===== src/rtl/seq_detect_sched_pkg.sv =====
// Shared types for the shared-1011-detector scheduler: detector and controller state encodings.
package seq_detect_pkg;

    typedef enum logic [2:0] {
        IDLE,
        S1,
        S10,
        S101,
        S1011
    } det_state_t;

    typedef enum logic [1:0] {
        C_IDLE,
        C_LOAD,
        C_SHIFT,
        C_REPORT
    } ctl_state_t;

endpackage


===== src/rtl/seq_detect_sched_if.sv =====
// Requester-side bus of the scheduler. With SEQ_DETECT_SCHED_FIRST_HIT_EN the first-hit report is added.
interface seq_detect_sched_if #(
    parameter int NREQ   = 4,
    parameter int WORD_W = 16
);
    localparam int CNT_W = $clog2(WORD_W + 1);
    localparam int ID_W  = $clog2(NREQ);
    localparam int POS_W = $clog2(WORD_W);

    logic [NREQ-1:0]        req;
    logic [NREQ*WORD_W-1:0] data;
    logic [NREQ-1:0]        gnt;
    logic                   busy;
    logic                   done;
    logic [ID_W-1:0]        done_id;
    logic [CNT_W-1:0]       match_cnt;
`ifdef SEQ_DETECT_SCHED_FIRST_HIT_EN
    logic                   first_vld;
    logic [POS_W-1:0]       first_pos;
`endif

    modport master (
        output req, data,
        input  gnt, busy, done, done_id, match_cnt
`ifdef SEQ_DETECT_SCHED_FIRST_HIT_EN
        , input first_vld, first_pos
`endif
    );

    modport slave (
        input  req, data,
        output gnt, busy, done, done_id, match_cnt
`ifdef SEQ_DETECT_SCHED_FIRST_HIT_EN
        , output first_vld, first_pos
`endif
    );

endinterface


===== src/rtl/seq_detect_1011_core.sv =====
// Serial 1011 detector with overlap; hit is a Mealy output in the cycle the final 1 arrives.
module seq_detect_1011_core
    import seq_detect_pkg::*;
(
    input  logic clk,
    input  logic reset,
    input  logic clr,
    input  logic bit_in,
    output logic hit
);

    det_state_t r_state;

    // NOTE: sequential state uses non-blocking assignments so every flop samples pre-edge values.
    always_ff @(posedge clk or posedge reset) begin
        if (reset) begin
            r_state <= IDLE;
        end else if (clr) begin
            r_state <= IDLE;
        end else begin
            case (r_state)
                IDLE:    r_state <= bit_in ? S1    : IDLE;
                S1:      r_state <= bit_in ? S1    : S10;
                S10:     r_state <= bit_in ? S101  : IDLE;
                S101:    r_state <= bit_in ? S1011 : S10;
                S1011:   r_state <= bit_in ? S1    : S10;
                default: r_state <= IDLE;
            endcase
        end
    end

    assign hit = (r_state == S101) && bit_in;

endmodule


===== src/rtl/seq_detect_sched.sv =====
// Round-robin scheduler sharing one 1011 detector among NREQ requesters.
// Optional first-hit report enabled by defining SEQ_DETECT_SCHED_FIRST_HIT_EN.
module seq_detect_sched
    import seq_detect_pkg::*;
#(
    parameter int NREQ   = 4,
    parameter int WORD_W = 16
) (
    input  logic              clk,
    input  logic              reset,
    seq_detect_sched_if.slave bus
);

    localparam int CNT_W = $clog2(WORD_W + 1);
    localparam int ID_W  = $clog2(NREQ);
    localparam int BC_W  = $clog2(WORD_W);
    localparam logic [BC_W-1:0] LAST_BIT = BC_W'(WORD_W - 1);

    ctl_state_t        r_state;
    logic [ID_W-1:0]   r_last_id;
    logic [ID_W-1:0]   r_sel_id;
    logic [WORD_W-1:0] r_shift;
    logic [BC_W-1:0]   r_bit_cnt;
    logic [CNT_W-1:0]  r_cnt;
    logic [NREQ-1:0]   r_gnt;
    logic              r_busy;
    logic              r_done;
    logic [ID_W-1:0]   r_done_id;
    logic [CNT_W-1:0]  r_match_cnt;
`ifdef SEQ_DETECT_SCHED_FIRST_HIT_EN
    logic              r_fh_vld;
    logic [BC_W-1:0]   r_fh_pos;
    logic              r_first_vld;
    logic [BC_W-1:0]   r_first_pos;
`endif

    logic              w_pick_vld;
    logic [ID_W-1:0]   w_pick_id;
    logic              w_hit;
    logic [WORD_W-1:0] w_word;

    // Scan from the farthest candidate to the nearest so the nearest set bit after last_id wins.
    always_comb begin
        // NOTE: defaults first so no path leaves a comb output unassigned (no latch).
        w_pick_vld = 1'b0;
        w_pick_id  = '0;
        for (int i = NREQ; i >= 1; i--) begin
            if (bus.req[(int'(r_last_id) + i) % NREQ]) begin
                w_pick_vld = 1'b1;
                w_pick_id  = ID_W'((int'(r_last_id) + i) % NREQ);
            end
        end
    end

    assign w_word = bus.data[int'(r_sel_id)*WORD_W +: WORD_W];

    seq_detect_1011_core u_core (
        .clk    (clk),
        .reset  (reset),
        .clr    (r_state == C_LOAD),
        .bit_in (r_shift[WORD_W-1]),
        .hit    (w_hit)
    );

    always_ff @(posedge clk or posedge reset) begin
        if (reset) begin
            r_state     <= C_IDLE;
            r_last_id   <= ID_W'(NREQ - 1);
            r_sel_id    <= '0;
            r_shift     <= '0;
            r_bit_cnt   <= '0;
            r_cnt       <= '0;
            r_gnt       <= '0;
            r_busy      <= 1'b0;
            r_done      <= 1'b0;
            r_done_id   <= '0;
            r_match_cnt <= '0;
`ifdef SEQ_DETECT_SCHED_FIRST_HIT_EN
            r_fh_vld    <= 1'b0;
            r_fh_pos    <= '0;
            r_first_vld <= 1'b0;
            r_first_pos <= '0;
`endif
        end else begin
            r_done <= 1'b0;
            case (r_state)
                C_IDLE: begin
                    if (w_pick_vld) begin
                        r_sel_id <= w_pick_id;
                        r_gnt    <= NREQ'(1) << w_pick_id;
                        r_busy   <= 1'b1;
                        r_state  <= C_LOAD;
                    end
                end
                C_LOAD: begin
                    r_shift   <= w_word;
                    r_bit_cnt <= '0;
                    r_cnt     <= '0;
`ifdef SEQ_DETECT_SCHED_FIRST_HIT_EN
                    r_fh_vld  <= 1'b0;
                    r_fh_pos  <= '0;
`endif
                    r_state   <= C_SHIFT;
                end
                C_SHIFT: begin
                    r_shift   <= r_shift << 1;
                    r_bit_cnt <= r_bit_cnt + 1'b1;
                    r_cnt     <= r_cnt + CNT_W'(w_hit);
`ifdef SEQ_DETECT_SCHED_FIRST_HIT_EN
                    if (w_hit && !r_fh_vld) begin
                        r_fh_vld <= 1'b1;
                        r_fh_pos <= r_bit_cnt;
                    end
`endif
                    // Final bit's hit is folded straight into the reported values.
                    if (r_bit_cnt == LAST_BIT) begin
                        r_done      <= 1'b1;
                        r_done_id   <= r_sel_id;
                        r_match_cnt <= r_cnt + CNT_W'(w_hit);
`ifdef SEQ_DETECT_SCHED_FIRST_HIT_EN
                        r_first_vld <= r_fh_vld | w_hit;
                        r_first_pos <= r_fh_vld ? r_fh_pos : (w_hit ? r_bit_cnt : '0);
`endif
                        r_state     <= C_REPORT;
                    end
                end
                C_REPORT: begin
                    r_last_id <= r_sel_id;
                    r_gnt     <= '0;
                    r_busy    <= 1'b0;
                    r_state   <= C_IDLE;
                end
                default: r_state <= C_IDLE;
            endcase
        end
    end

    assign bus.gnt       = r_gnt;
    assign bus.busy      = r_busy;
    assign bus.done      = r_done;
    assign bus.done_id   = r_done_id;
    assign bus.match_cnt = r_match_cnt;
`ifdef SEQ_DETECT_SCHED_FIRST_HIT_EN
    assign bus.first_vld = r_first_vld;
    assign bus.first_pos = r_first_pos;
`endif

endmodule


===== src/flat_wrapper.sv =====
// flat-port wrapper written by rule: the top's interface ports become plain ports
module seq_detect_sched_flat import seq_detect_pkg::*;
#(
    parameter int NREQ   = 4,
    parameter int WORD_W = 16
)
  (clk, reset, bus_req, bus_data, bus_gnt, bus_busy, bus_done, bus_done_id, bus_match_cnt);
  seq_detect_sched_if #(.NREQ(NREQ), .WORD_W(WORD_W)) bus_i ();
  input  logic clk;
  input  logic reset;
  input wire logic [$bits(bus_i.req)-1:0] bus_req;
  input wire logic [$bits(bus_i.data)-1:0] bus_data;
  output wire logic [$bits(bus_i.gnt)-1:0] bus_gnt;
  output wire logic [$bits(bus_i.busy)-1:0] bus_busy;
  output wire logic [$bits(bus_i.done)-1:0] bus_done;
  output wire logic [$bits(bus_i.done_id)-1:0] bus_done_id;
  output wire logic [$bits(bus_i.match_cnt)-1:0] bus_match_cnt;
  assign bus_i.req = bus_req;
  assign bus_i.data = bus_data;
  assign bus_gnt = bus_i.gnt;
  assign bus_busy = bus_i.busy;
  assign bus_done = bus_i.done;
  assign bus_done_id = bus_i.done_id;
  assign bus_match_cnt = bus_i.match_cnt;
  seq_detect_sched #(.NREQ(NREQ), .WORD_W(WORD_W)) u_core (.clk(clk), .reset(reset), .bus(bus_i));
endmodule

===== config.mk =====
export PLATFORM = sky130hd
export DESIGN_NAME = seq_detect_sched_flat
export DESIGN_NICKNAME = d
export VERILOG_FILES = /design/src/rtl/seq_detect_sched_pkg.sv /design/src/rtl/seq_detect_sched_if.sv /design/src/rtl/seq_detect_1011_core.sv /design/src/rtl/seq_detect_sched.sv /design/src/flat_wrapper.sv
export SDC_FILE = /design/constraint.sdc
export NUM_CORES = 1
export LEC_CHECK = 0
export BUFFER_PORTS_ARGS = -buffer_cell sky130_fd_sc_hd__buf_2
export CORE_ASPECT_RATIO = 0.5
export CORE_MARGIN = 4
export CORE_UTILIZATION = 50
export CTS_CLUSTER_SIZE = 10
export DETAILED_ROUTE_END_ITERATION = 6
export PLACE_DENSITY = 0.85
export SYNTH_ARGS = -nofsm -noshare
export SYNTH_HDL_FRONTEND = slang
export SYNTH_SLANG_ARGS = --single-unit

===== constraint.sdc =====
create_clock -name clk -period 2 [get_ports clk]
set_input_delay 0.4 -clock clk [delete_from_list [all_inputs] [get_ports clk]]
set_output_delay 0.4 -clock clk [all_outputs]
set_load 0.005 [all_outputs]

==> impl_metrics.env <==
export IMPL_drv_slew=0
export IMPL_insertion_delay_ps=310
export IMPL_core_um2=5000
export IMPL_synthArstFlopShare=1.00
export IMPL_status="complete, no violations"
export IMPL_fp_dieW_um=111
export IMPL_power_total_w=0.00464
export IMPL_setup_viol=0
export IMPL_clock_fmax_ghz=0.583
export IMPL_wl_per_cell_um=15.0
export IMPL_criticalPathCategory="reg2reg"
export IMPL_groute_usage_overall=0.197
export IMPL_skew_ps=6.57
export IMPL_reg2reg_from="u_core.u_core.r_state[2]"
export IMPL_initialDrtViolationCount=135
export IMPL_grt_util_met2=0.364
export IMPL_hold_viol_final=0
export IMPL_met1_usage=0.229
export IMPL_ir_drop_mv=0.833
export IMPL_dp_cells=399
export IMPL_routabilityCongestion=0.835
export IMPL_cts_sinks=47
export IMPL_end_kind="flip-flop"
export IMPL_drcViolationCount=0
export IMPL_hp_class="in2async"
export IMPL_crit_end="u_core.r_cnt[4]"
export IMPL_pin_count=83
export IMPL_yosysTopAreaCell="dfrtp_1"
export IMPL_cts_setup_buffers=0
export IMPL_synth_edf_count=0
export IMPL_drt_vias_per_instance=5.44
export IMPL_synthTopCellsByArea="dfrtp_1 (43%), mux4_2 (14%), nand2_1 (7.7%), ha_1 (3.8%), a31oi_1 (3.6%)"
export IMPL_reg2reg_to="u_core.r_cnt[4]"
export IMPL_syn_area_per_cell_um2=10.3
export IMPL_synth_nets=332
export IMPL_crit_path_start="u_core.u_core.r_state[2]"
export IMPL_cts_root_buf="clkbuf_8"
export IMPL_hpwl_mm=4.78
export IMPL_yosysMostFrequentCell="nand2_1"
export IMPL_ys_ff_latch=47
export IMPL_grt_use_met3=0.0418
export IMPL_rsz0062_at_grt="false"
export IMPL_row_count=18
export IMPL_holdBufCountCts=0
export IMPL_start_util=0.526
export IMPL_reg2regPathDepth=7
export IMPL_cts_resized=0
export IMPL_syn_inst=254
export IMPL_drt_wl_total_mm=6.11
export IMPL_port_buffers=82
export IMPL_layoutNonFillerInstCount=407
export IMPL_die_area_um2=6550
export IMPL_synth_main_ff_cell="dfrtp_1"
export IMPL_drv_cap=0
export IMPL_die_h_um=59.3
export IMPL_clkTransAtPathRegs_ps=90
export IMPL_tightest_slew_ps=784
export IMPL_area_growth_pct=24.3
export IMPL_final_net_count=414
export IMPL_first_pass_iters=4
export IMPL_h_tree_depth=2
export IMPL_tritoncts="yes"
export IMPL_diodes=0
export IMPL_antenna_found_initial=0
export IMPL_busiest_layer="met2"
export IMPL_grt_remaining_overflow=0
export IMPL_route_vias_total=2216
export IMPL_antenna_left=0
export IMPL_min_period_ps=1720
export IMPL_fin_crit_sh=0.858
export IMPL_grt_pass1_wl_mm=10.3
export IMPL_grt_pass1_vias=2275
export IMPL_leakage_nw=1.59
export IMPL_yosys_cell_types_count=44
export IMPL_synth_area_um2=2630
export IMPL_synth_commonest_cells="nand2_1 (54), dfrtp_1 (45), nor2_1 (20), mux4_2 (16), a31oi_1 (15)"
export IMPL_seq_area_frac_synth=0.449
export IMPL_cts_buffers=5
export IMPL_pwr_density_cell_nw_per_um2=1420
export IMPL_slew_headroom=0.478
export IMPL_worstSetupStartpointType="flip-flop"
export IMPL_synth_top_area_frac=0.429
export IMPL_synth_warning_count=0
export IMPL_grt_max_degree=51
export IMPL_drive_gt1_frac=0.380
export IMPL_fin_tns_setup_ps=0
export IMPL_worstPathMaxFanout=5
export IMPL_critPathArrivalTime_ps=1920
export IMPL_critPathRequiredTime_ps=2210
export IMPL_clock_path_buffers=2
export IMPL_r2r_slack_ps=280
report_power, final:
part / leakage [nW] / internal, W / switching [W]
logic: 0.935 / 0.00113 / 0.00117
registers: 0.593 / 0.00130 / 0.000315
clock network: 0.0612 / 0.000405 / 0.000320
total: 1.59 / 0.00283 / 0.00181
final cells by class:
cell class | count | area [um^2]
Clock buffer | 6 | 82.6
Clock inverter | 2 | 35.0
Fill cell | 413 | 1730
Inverter | 12 | 45.0
Multi-Input combinational cell | 181 | 1340
Sequential cell | 47 | 1180
Tap cell | 70 | 87.6
Timing Repair Buffer | 89 | 500
worst max-delay path, stage by stage, from the launching register on:
cell and delay, ps:
dfrtp_1 430, and4b_1 300, ha_1 180, ha_1 230, nand3_1 150, nand2_1 90
nand2_1 50, a21o_1 170
flip-flops by register name (all words and copies together), names as in the netlist, 2 cells and up:
signal                 count
u_core.bus.gnt             4
u_core.r_sel_id            2
u_core.r_bit_cnt           4
u_core.u_core.r_state      3
u_core.r_last_id           2
u_core.bus.done_id         2
u_core.r_shift            16
u_core.bus.match_cnt       5
u_core.r_cnt               5
u_core.r_state             2
routing by layer:
| metal | wire [um] | part of all wire |
|---|---|---|
| met5 | 0 | 0 |
| met4 | 110 | 0.018 |
| met1 | 2560 | 0.42 |
| met2 | 3170 | 0.52 |
| met3 | 258 | 0.042 |
how the worst min path moves through the flow:
| stage | from | end | slack [ps] | cells past startpoint |
|---|---|---|---|---|
| after floorplan | u_core.bus.match_cnt[0] | u_core.bus.match_cnt[0] | 470 | 2 |
| after global placement | reset | u_core.r_cnt[4] | 440 | 2 |
| after detailed placement | reset | u_core.bus.match_cnt[4] | 440 | 2 |
| after CTS | reset | u_core.bus.match_cnt[4] | 110 | 2 |
| after global routing | reset | u_core.r_cnt[4] | 130 | 2 |
| final | reset | u_core.bus.match_cnt[2] | 100 | 2 |
per-stage QoR:
step,hold WS (ps),utilization,cell area (um^2),setup WS [ps]
after floorplan,470,-,2630,434
after global placement,437,0.630,3150,411
after detailed placement,443,0.630,3150,297
after CTS,105,0.653,3270,279
after global routing,133,0.653,3270,187
final,103,0.653,3270,284
logic make-up after synthesis:
| group | count (synthesis) | synth area share |
|---|---|---|
| buffers and inverters | 26 | 0.0429 |
| xor gates and xnor gates | 3 | 0.0100 |
| muxes | 20 | 0.156 |
| and+or+nand+nor | 103 | 0.180 |
| adders and majority gates | 9 | 0.0419 |
| AOI/OAI and AO/OA | 46 | 0.121 |
| DFF | 47 | 0.449 |
cells in the final DEF (no fill, tap or decap), types with 2 or more instances in the layout:
master	instances
a21o_1	3
a21oi_1	4
a31oi_1	15
buf_12	3
buf_2	82
buf_4	4
clkbuf_8	6
dfrtp_1	45
dfstp_2	2
ha_1	8
inv_1	10
mux2_2	3
mux4_2	16
nand2_1	54
nand2b_1	3
nand3_1	11
nor2_1	20
nor2b_1	2
nor3_1	4
nor3b_1	3
o21ai_0	12
o2bb2ai_1	2
xnor2_1	2
Power figures use the tool's default switching activity.
